[config.mk]
export PLATFORM = sky130hd
export DESIGN_NAME = can_header_stuffer
export DESIGN_NICKNAME = d
export VERILOG_FILES = /design/src/rtl/can_tx_pkg.sv /design/src/rtl/can_stuff_tracker.sv /design/src/rtl/can_header_stuffer.sv
export SDC_FILE = /design/constraint.sdc
export NUM_CORES = 1
export LEC_CHECK = 0
export CAP_MARGIN = 20
export CORE_MARGIN = 2
export CORE_UTILIZATION = 40
export DETAILED_ROUTE_END_ITERATION = 6
export PLACE_DENSITY = 0.6
export SLEW_MARGIN = 20
export SYNTH_ARGS = -nofsm -noshare
export SYNTH_HDL_FRONTEND = slang
export SYNTH_SLANG_ARGS = --single-unit
[constraint.sdc]
create_clock -name clk -period 3.95 [get_ports clk]
set_input_delay 0.5925 -clock clk [delete_from_list [all_inputs] [get_ports clk]]
set_output_delay 0.5925 -clock clk [all_outputs]
set_load 0.005 [all_outputs]
[src/rtl/can_tx_pkg.sv]
// CAN transmit-side shared types and constants.
// Header field values and serialiser FSM states.
package can_tx_pkg;

  localparam int HEADER_LEN = 19;
  localparam int STUFF_RUN  = 5;

  localparam logic SOF_BIT = 1'b0;
  localparam logic IDE_BIT = 1'b0;
  localparam logic R0_BIT  = 1'b0;

  typedef enum logic [2:0] {
    s_idle,
    s_arm,
    s_header,
    s_stuff,
    s_finish
  } hdrTx_t;

  // Bit 0 goes on the wire first (SOF), bit 18 last (DLC[0]).
  function automatic logic [18:0] hdr_build(
    input logic [10:0] id,
    input logic        rtr,
    input logic [3:0]  dlc
  );
    logic [18:0] h;
    h     = '0;
    h[0]  = SOF_BIT;
    for (int i = 0; i < 11; i++) begin
      h[1+i] = id[10-i];
    end
    h[12] = rtr;
    h[13] = IDE_BIT;
    h[14] = R0_BIT;
    for (int i = 0; i < 4; i++) begin
      h[15+i] = dlc[3-i];
    end
    return h;
  endfunction

endpackage

[src/rtl/can_stuff_tracker.sv]
// Identical-bit run tracker for CAN bit stuffing.
// Shared by the header and data/CRC serialisers.
module can_stuff_tracker #(
  parameter int STUFF_RUN = 5
) (
  input  logic       clk,
  input  logic       resetN,
  input  logic       bitVld_i,
  input  logic       bitVal_i,
  input  logic       restart_i,
  output logic [2:0] runCount_o,
  output logic       lastBit_o,
  output logic       stuffNeeded_o
);

  localparam logic [2:0] RUN3 = 3'(STUFF_RUN);

  logic [2:0] cnt_q;
  logic [2:0] cnt_d;
  logic       last_q;
  logic       last_d;

  // Next run length: a restart or a level change opens a new run.
  always_comb begin
    cnt_d  = cnt_q;
    last_d = last_q;
    if (bitVld_i) begin
      if (restart_i || (bitVal_i != last_q)) begin
        cnt_d = 3'd1;
      end else begin
        cnt_d = cnt_q + 3'd1;
      end
      last_d = bitVal_i;
    end
  end

  // Run state registers; idle line is recessive.
  always_ff @(posedge clk or negedge resetN) begin
    if (!resetN) begin
      cnt_q  <= 3'd0;
      last_q <= 1'b1;
    end else begin
      cnt_q  <= cnt_d;
      last_q <= last_d;
    end
  end

  assign runCount_o    = cnt_q;
  assign lastBit_o     = last_q;
  assign stuffNeeded_o = (cnt_q == RUN3);

endmodule

[src/rtl/can_header_stuffer.sv]
// CAN 2.0A header serialiser with on-the-fly stuffing.
// Emits SOF..DLC one bit per bitTick and hands off run state.
module can_header_stuffer #(
  parameter int HEADER_LEN = can_tx_pkg::HEADER_LEN,
  parameter int STUFF_RUN  = can_tx_pkg::STUFF_RUN
) (
  input  logic        clk,
  input  logic        resetN,
  input  logic        start,
  input  logic [10:0] canId,
  input  logic        rtr,
  input  logic [3:0]  dlc,
  input  logic        bitTick,
  output logic        dOut,
  output logic        busy,
  output logic        stuffActive,
  output logic        done,
  output logic [2:0]  runCount,
  output logic        lastBit
);

  import can_tx_pkg::*;

  localparam logic [4:0] LEN5 = 5'(HEADER_LEN);

  hdrTx_t      state_q;
  hdrTx_t      state_d;
  logic [18:0] hdr_q;
  logic [18:0] hdr_d;
  logic [4:0]  idx_q;
  logic [4:0]  idx_d;
  logic        dout_q;
  logic        dout_d;
  logic        stuff_q;
  logic        stuff_d;
  logic        busy_q;
  logic        busy_d;
  logic        done_q;
  logic        done_d;

  logic        trkVld;
  logic        trkBit;
  logic        trkRst;
  logic        stuffNeeded;
  logic        trkLast;

  can_stuff_tracker #(
    .STUFF_RUN(STUFF_RUN)
  ) u_trk (
    .clk          (clk),
    .resetN       (resetN),
    .bitVld_i     (trkVld),
    .bitVal_i     (trkBit),
    .restart_i    (trkRst),
    .runCount_o   (runCount),
    .lastBit_o    (trkLast),
    .stuffNeeded_o(stuffNeeded)
  );

  // Sequencing: stuff bits win over header bits and never
  // advance the index; the tick after the last bit finishes.
  always_comb begin
    state_d = state_q;
    hdr_d   = hdr_q;
    idx_d   = idx_q;
    dout_d  = dout_q;
    stuff_d = stuff_q;
    busy_d  = busy_q;
    done_d  = 1'b0;
    trkVld  = 1'b0;
    trkBit  = 1'b0;
    trkRst  = 1'b0;
    unique case (state_q)
      s_idle: begin
        if (start) begin
          hdr_d   = hdr_build(canId, rtr, dlc);
          idx_d   = 5'd0;
          busy_d  = 1'b1;
          state_d = s_arm;
        end
      end
      s_arm: begin
        if (bitTick) begin
          trkVld  = 1'b1;
          trkRst  = 1'b1;
          trkBit  = hdr_q[0];
          dout_d  = hdr_q[0];
          stuff_d = 1'b0;
          idx_d   = 5'd1;
          state_d = s_header;
        end
      end
      s_header, s_stuff: begin
        if (bitTick) begin
          if (stuffNeeded) begin
            trkVld  = 1'b1;
            trkBit  = ~trkLast;
            dout_d  = ~trkLast;
            stuff_d = 1'b1;
            state_d = s_stuff;
          end else if (idx_q < LEN5) begin
            trkVld  = 1'b1;
            trkBit  = hdr_q[idx_q];
            dout_d  = hdr_q[idx_q];
            stuff_d = 1'b0;
            idx_d   = idx_q + 5'd1;
            state_d = s_header;
          end else begin
            dout_d  = 1'b1;
            stuff_d = 1'b0;
            busy_d  = 1'b0;
            done_d  = 1'b1;
            state_d = s_finish;
          end
        end
      end
      s_finish: begin
        state_d = s_idle;
      end
      default: begin
        state_d = s_idle;
      end
    endcase
  end

  // Frame state and registered line outputs.
  always_ff @(posedge clk or negedge resetN) begin
    if (!resetN) begin
      state_q <= s_idle;
      hdr_q   <= '0;
      idx_q   <= 5'd0;
      dout_q  <= 1'b1;
      stuff_q <= 1'b0;
      busy_q  <= 1'b0;
      done_q  <= 1'b0;
    end else begin
      state_q <= state_d;
      hdr_q   <= hdr_d;
      idx_q   <= idx_d;
      dout_q  <= dout_d;
      stuff_q <= stuff_d;
      busy_q  <= busy_d;
      done_q  <= done_d;
    end
  end

  assign dOut        = dout_q;
  assign busy        = busy_q;
  assign stuffActive = stuff_q;
  assign done        = done_q;
  assign lastBit     = trkLast;

endmodule
==> run_results.csv <==
group,metric,value,unit
final_layout,fillers,361,
sta,hold_viol_final,0,
setup_path,cp_slowest_cell,"or4_4",
floorplanning,num_rows,23,
sta,min_period,2420,ps
final_layout,drive_above_1_share,0.159,
yosys,synth_ff_type,"dfrtp_1",
setup_path,crit_chain,"mux4_1 > o22ai_1 > or4_4 > a211oi_1 > nor3_1 > a22o_1",
setup_path,r2r-end,"u_trk.runCount_o[2]",
place,port_buffers,27,
global_route,grt_pass1_wl,5230,um
clock_tree,clock_sinks,32,
final_layout,fin_util,0.512,
setup_path,worstSetupPathType,"flip-flop to flip-flop",
setup_path,r2r_start,"idx_q[0]",
final_layout,diodes,0,
clock_tree,cts.path.max_buffers,2,
drt,totalWireLength,3060,um
setup_path,path_max_fanout,13,
yosys,ys_seq_area_frac,0.498,
power,ir_drop,301,uV
clock_tree,cts.repair.resized,0,
drt,first_iter_violations,83,
floorplanning,io-pin-count,28,
sta,finalCritPeriodShare,0.613,
clock_tree,path_clk_slew,70,ps
yosys,netlist_instances,146,
final_layout,finish.net_count,198,
global_route,antenna_found_initial,0,
floorplanning,die_h,67.5,um
setup_path,worst_setup_path_end_kind,"flip-flop",
sta,finClkSkew,7.39,ps
global_route,grt_pass1_vias,1188,
yosys,async_flop_share,1.00,
setup_path,rrSetupSlack,1530,ps
floorplanning,core-area,0.00394,mm^2
min_path,worstHoldPathCells,2,
drt,drc,0,
yosys,synth-edff-count,0,
clock_tree,clkLatencyLatePin,280,ps
final_layout,area_growth,25.2,%
min_path,hold_class,"flip-flop to flip-flop",
clock_tree,hold_buffers,0,
setup_path,slowest_delay,540,ps
drt,routed-via-count,1224,
yosys,synthesis.area,0.00161,mm^2
setup_path,cp_top_family,"compound AO/OA/AOI/OAI gates",
yosys,yosys_register_bits,32,
drt,via_per_inst,5.42,
drt,dr.pass1.iters,4,
yosys,ys_types,39,
sta,final_max_slew_viol_count,0,
drt,routedWlPerCell,13.6,um
sta,setup_violations,0,
setup_path,critPathBufInv,0,
sta,rsz0062_at_grt,"false",
place,place_congestion,0.830,
clock_tree,cts-root-buf,"clkbuf_8",
setup_path,crit_required,4120,ps
global_route,grt_max_degree,33,
run,drv_cap,0,
power,p_leak,0.862,nW
clock_tree,cts_tree,"built",
place,post-place-ws,1470,ps
sta,timing.final.ws_setup,1530,ps
clock_tree,htreeDepth,2,
setup_path,reg2reg_depth,6,
power,p_per_area,624,mW/mm^2
global_route,grt_remaining_overflow,0,
clock_tree,numCtsBuffers,5,
floorplanning,start_util,0.409,
setup_path,critPathLaunchType,"flip-flop",
min_path,hp-start,"dOut",
floorplanning,die_area,0.00455,mm^2
sta,slew_headroom,0.691,
min_path,holdPathEnd,"dOut",
yosys,synth_nets,169,
drt,detail-route-antenna-nets,0,
status,status,"finished, final reports clean",
yosys,yosysWarnings,0,
place,dpl.hpwl,2280,um
floorplanning,fp.dieW,67.5,um
yosys,avgSynthCellArea,11.0,um^2
global_route,track_usage,0.153,
sta,final.setup.tns,0,ps
sta,tightest_slew,461,ps
setup_path,crit_arrival,2590,ps
sta,fmax,413,MHz
clock_tree,post_cts_buffers,0,
## through the flow
stage	instances	cell area, um^2	power [W]	hold WS [ps]
after global routing	226	2020	0.00136	521
after CTS	226	2020	0.00128	489
after global placement	218	1930	0.00100	476
after floorplan	146	1610	0.000872	297
after detailed placement	218	1930	0.00102	479
final	226	2020	0.00126	482
## flip-flops by register name (all words and copies together), names as in the netlist
register and flops:
dOut 1, stuffActive 1, state_q 3, hdr_q 16
busy 1, idx_q 5, u_trk.lastBit_o 1, done 1
u_trk.runCount_o 3
## power breakdown
group          internal, W  total (W)  switching, W
sequential        0.000455   0.000573      0.000118
clock             0.000142   0.000254      0.000112
combinational     0.000264   0.000433      0.000169
## synthesized netlist by cell type (all sizes together) (2+ instances only)
cell type   n  area share
nand2      10       0.023
o21ai      13       0.040
nor2b       5       0.019
inv         5       0.012
mux4        2       0.033
clkbuf      5       0.012
mux2i       3       0.019
and2        3       0.012
o22ai       2      0.0078
a21oi       3      0.0093
nand2b      3       0.012
buf         2      0.0078
o41ai       2       0.011
dfstp       2       0.033
ha          3       0.023
dfrtp      30        0.47
mux2       17        0.12
nor2       10       0.023
nand3       6       0.019
a21o        2      0.0093
a31oi       2      0.0078
## layer usage
layer  GRT usage  wire [um]  up-vias
li1            -          -      589
met4      0.0510         27        0
met2       0.248       1520       39
met3      0.0567        172        5
met5           0          0        -
met1       0.187       1340      591
## cells by family after synthesis
family,share of synthesized area
buffers and inverters,0.0311
muxes,0.170
AOI/OAI and AO/OA,0.145
DFF,0.498
and+or+nand+nor,0.132
adders and majority gates,0.0233
## layout make-up
| cell class | count | area (um^2) | share of cell area |
|---|---|---|---|
| multi-input cells | 102 | 758 | 0.376 |
| well taps | 50 | 62.6 | 0.0310 |
| clock buffers | 8 | 90.1 | 0.0446 |
| flip-flops and latches | 32 | 803 | 0.398 |
| repair buffers | 29 | 285 | 0.141 |
| inverters | 5 | 18.8 | 0.00930 |
## worst max-delay path by stage
| stage | depth (start not counted) | from | end |
|---|---|---|---|
| floorplan | 7 | idx_q[1] | u_trk.runCount_o[2] |
| global placement | 6 | bitTick | u_trk.runCount_o[0] |
| detailed placement | 6 | bitTick | u_trk.runCount_o[0] |
| CTS | 6 | idx_q[0] | u_trk.runCount_o[2] |
| global route | 6 | idx_q[0] | u_trk.runCount_o[2] |
| finish | 6 | idx_q[0] | u_trk.runCount_o[2] |
## worst register-to-register path, cell delays in order (launching register included)
cell and delay (ps):
dfrtp_1 530, mux4_1 400, o22ai_1 80, or4_4 540, a211oi_1 390, nor3_1 120, a22o_1 250
## cell usage in the layout (no fill, tap or decap), drive strengths merged, types with 2 or more instances in the layout
| master | count |
|---|---|
| mux4 | 2 |
| a21o | 2 |
| nand2 | 10 |
| buf | 2 |
| inv | 5 |
| dfstp | 2 |
| o22ai | 2 |
| nor2b | 5 |
| dfrtp | 30 |
| nor2 | 10 |
| a31oi | 2 |
| clkdlybuf4s50 | 27 |
| ha | 3 |
| clkbuf | 8 |
| a21oi | 3 |
| nand2b | 3 |
| nand3 | 6 |
| mux2i | 3 |
| o21ai | 13 |
| o41ai | 2 |
| and2 | 3 |
| mux2 | 17 |
Note: power is estimated with default switching activity, not from simulation.
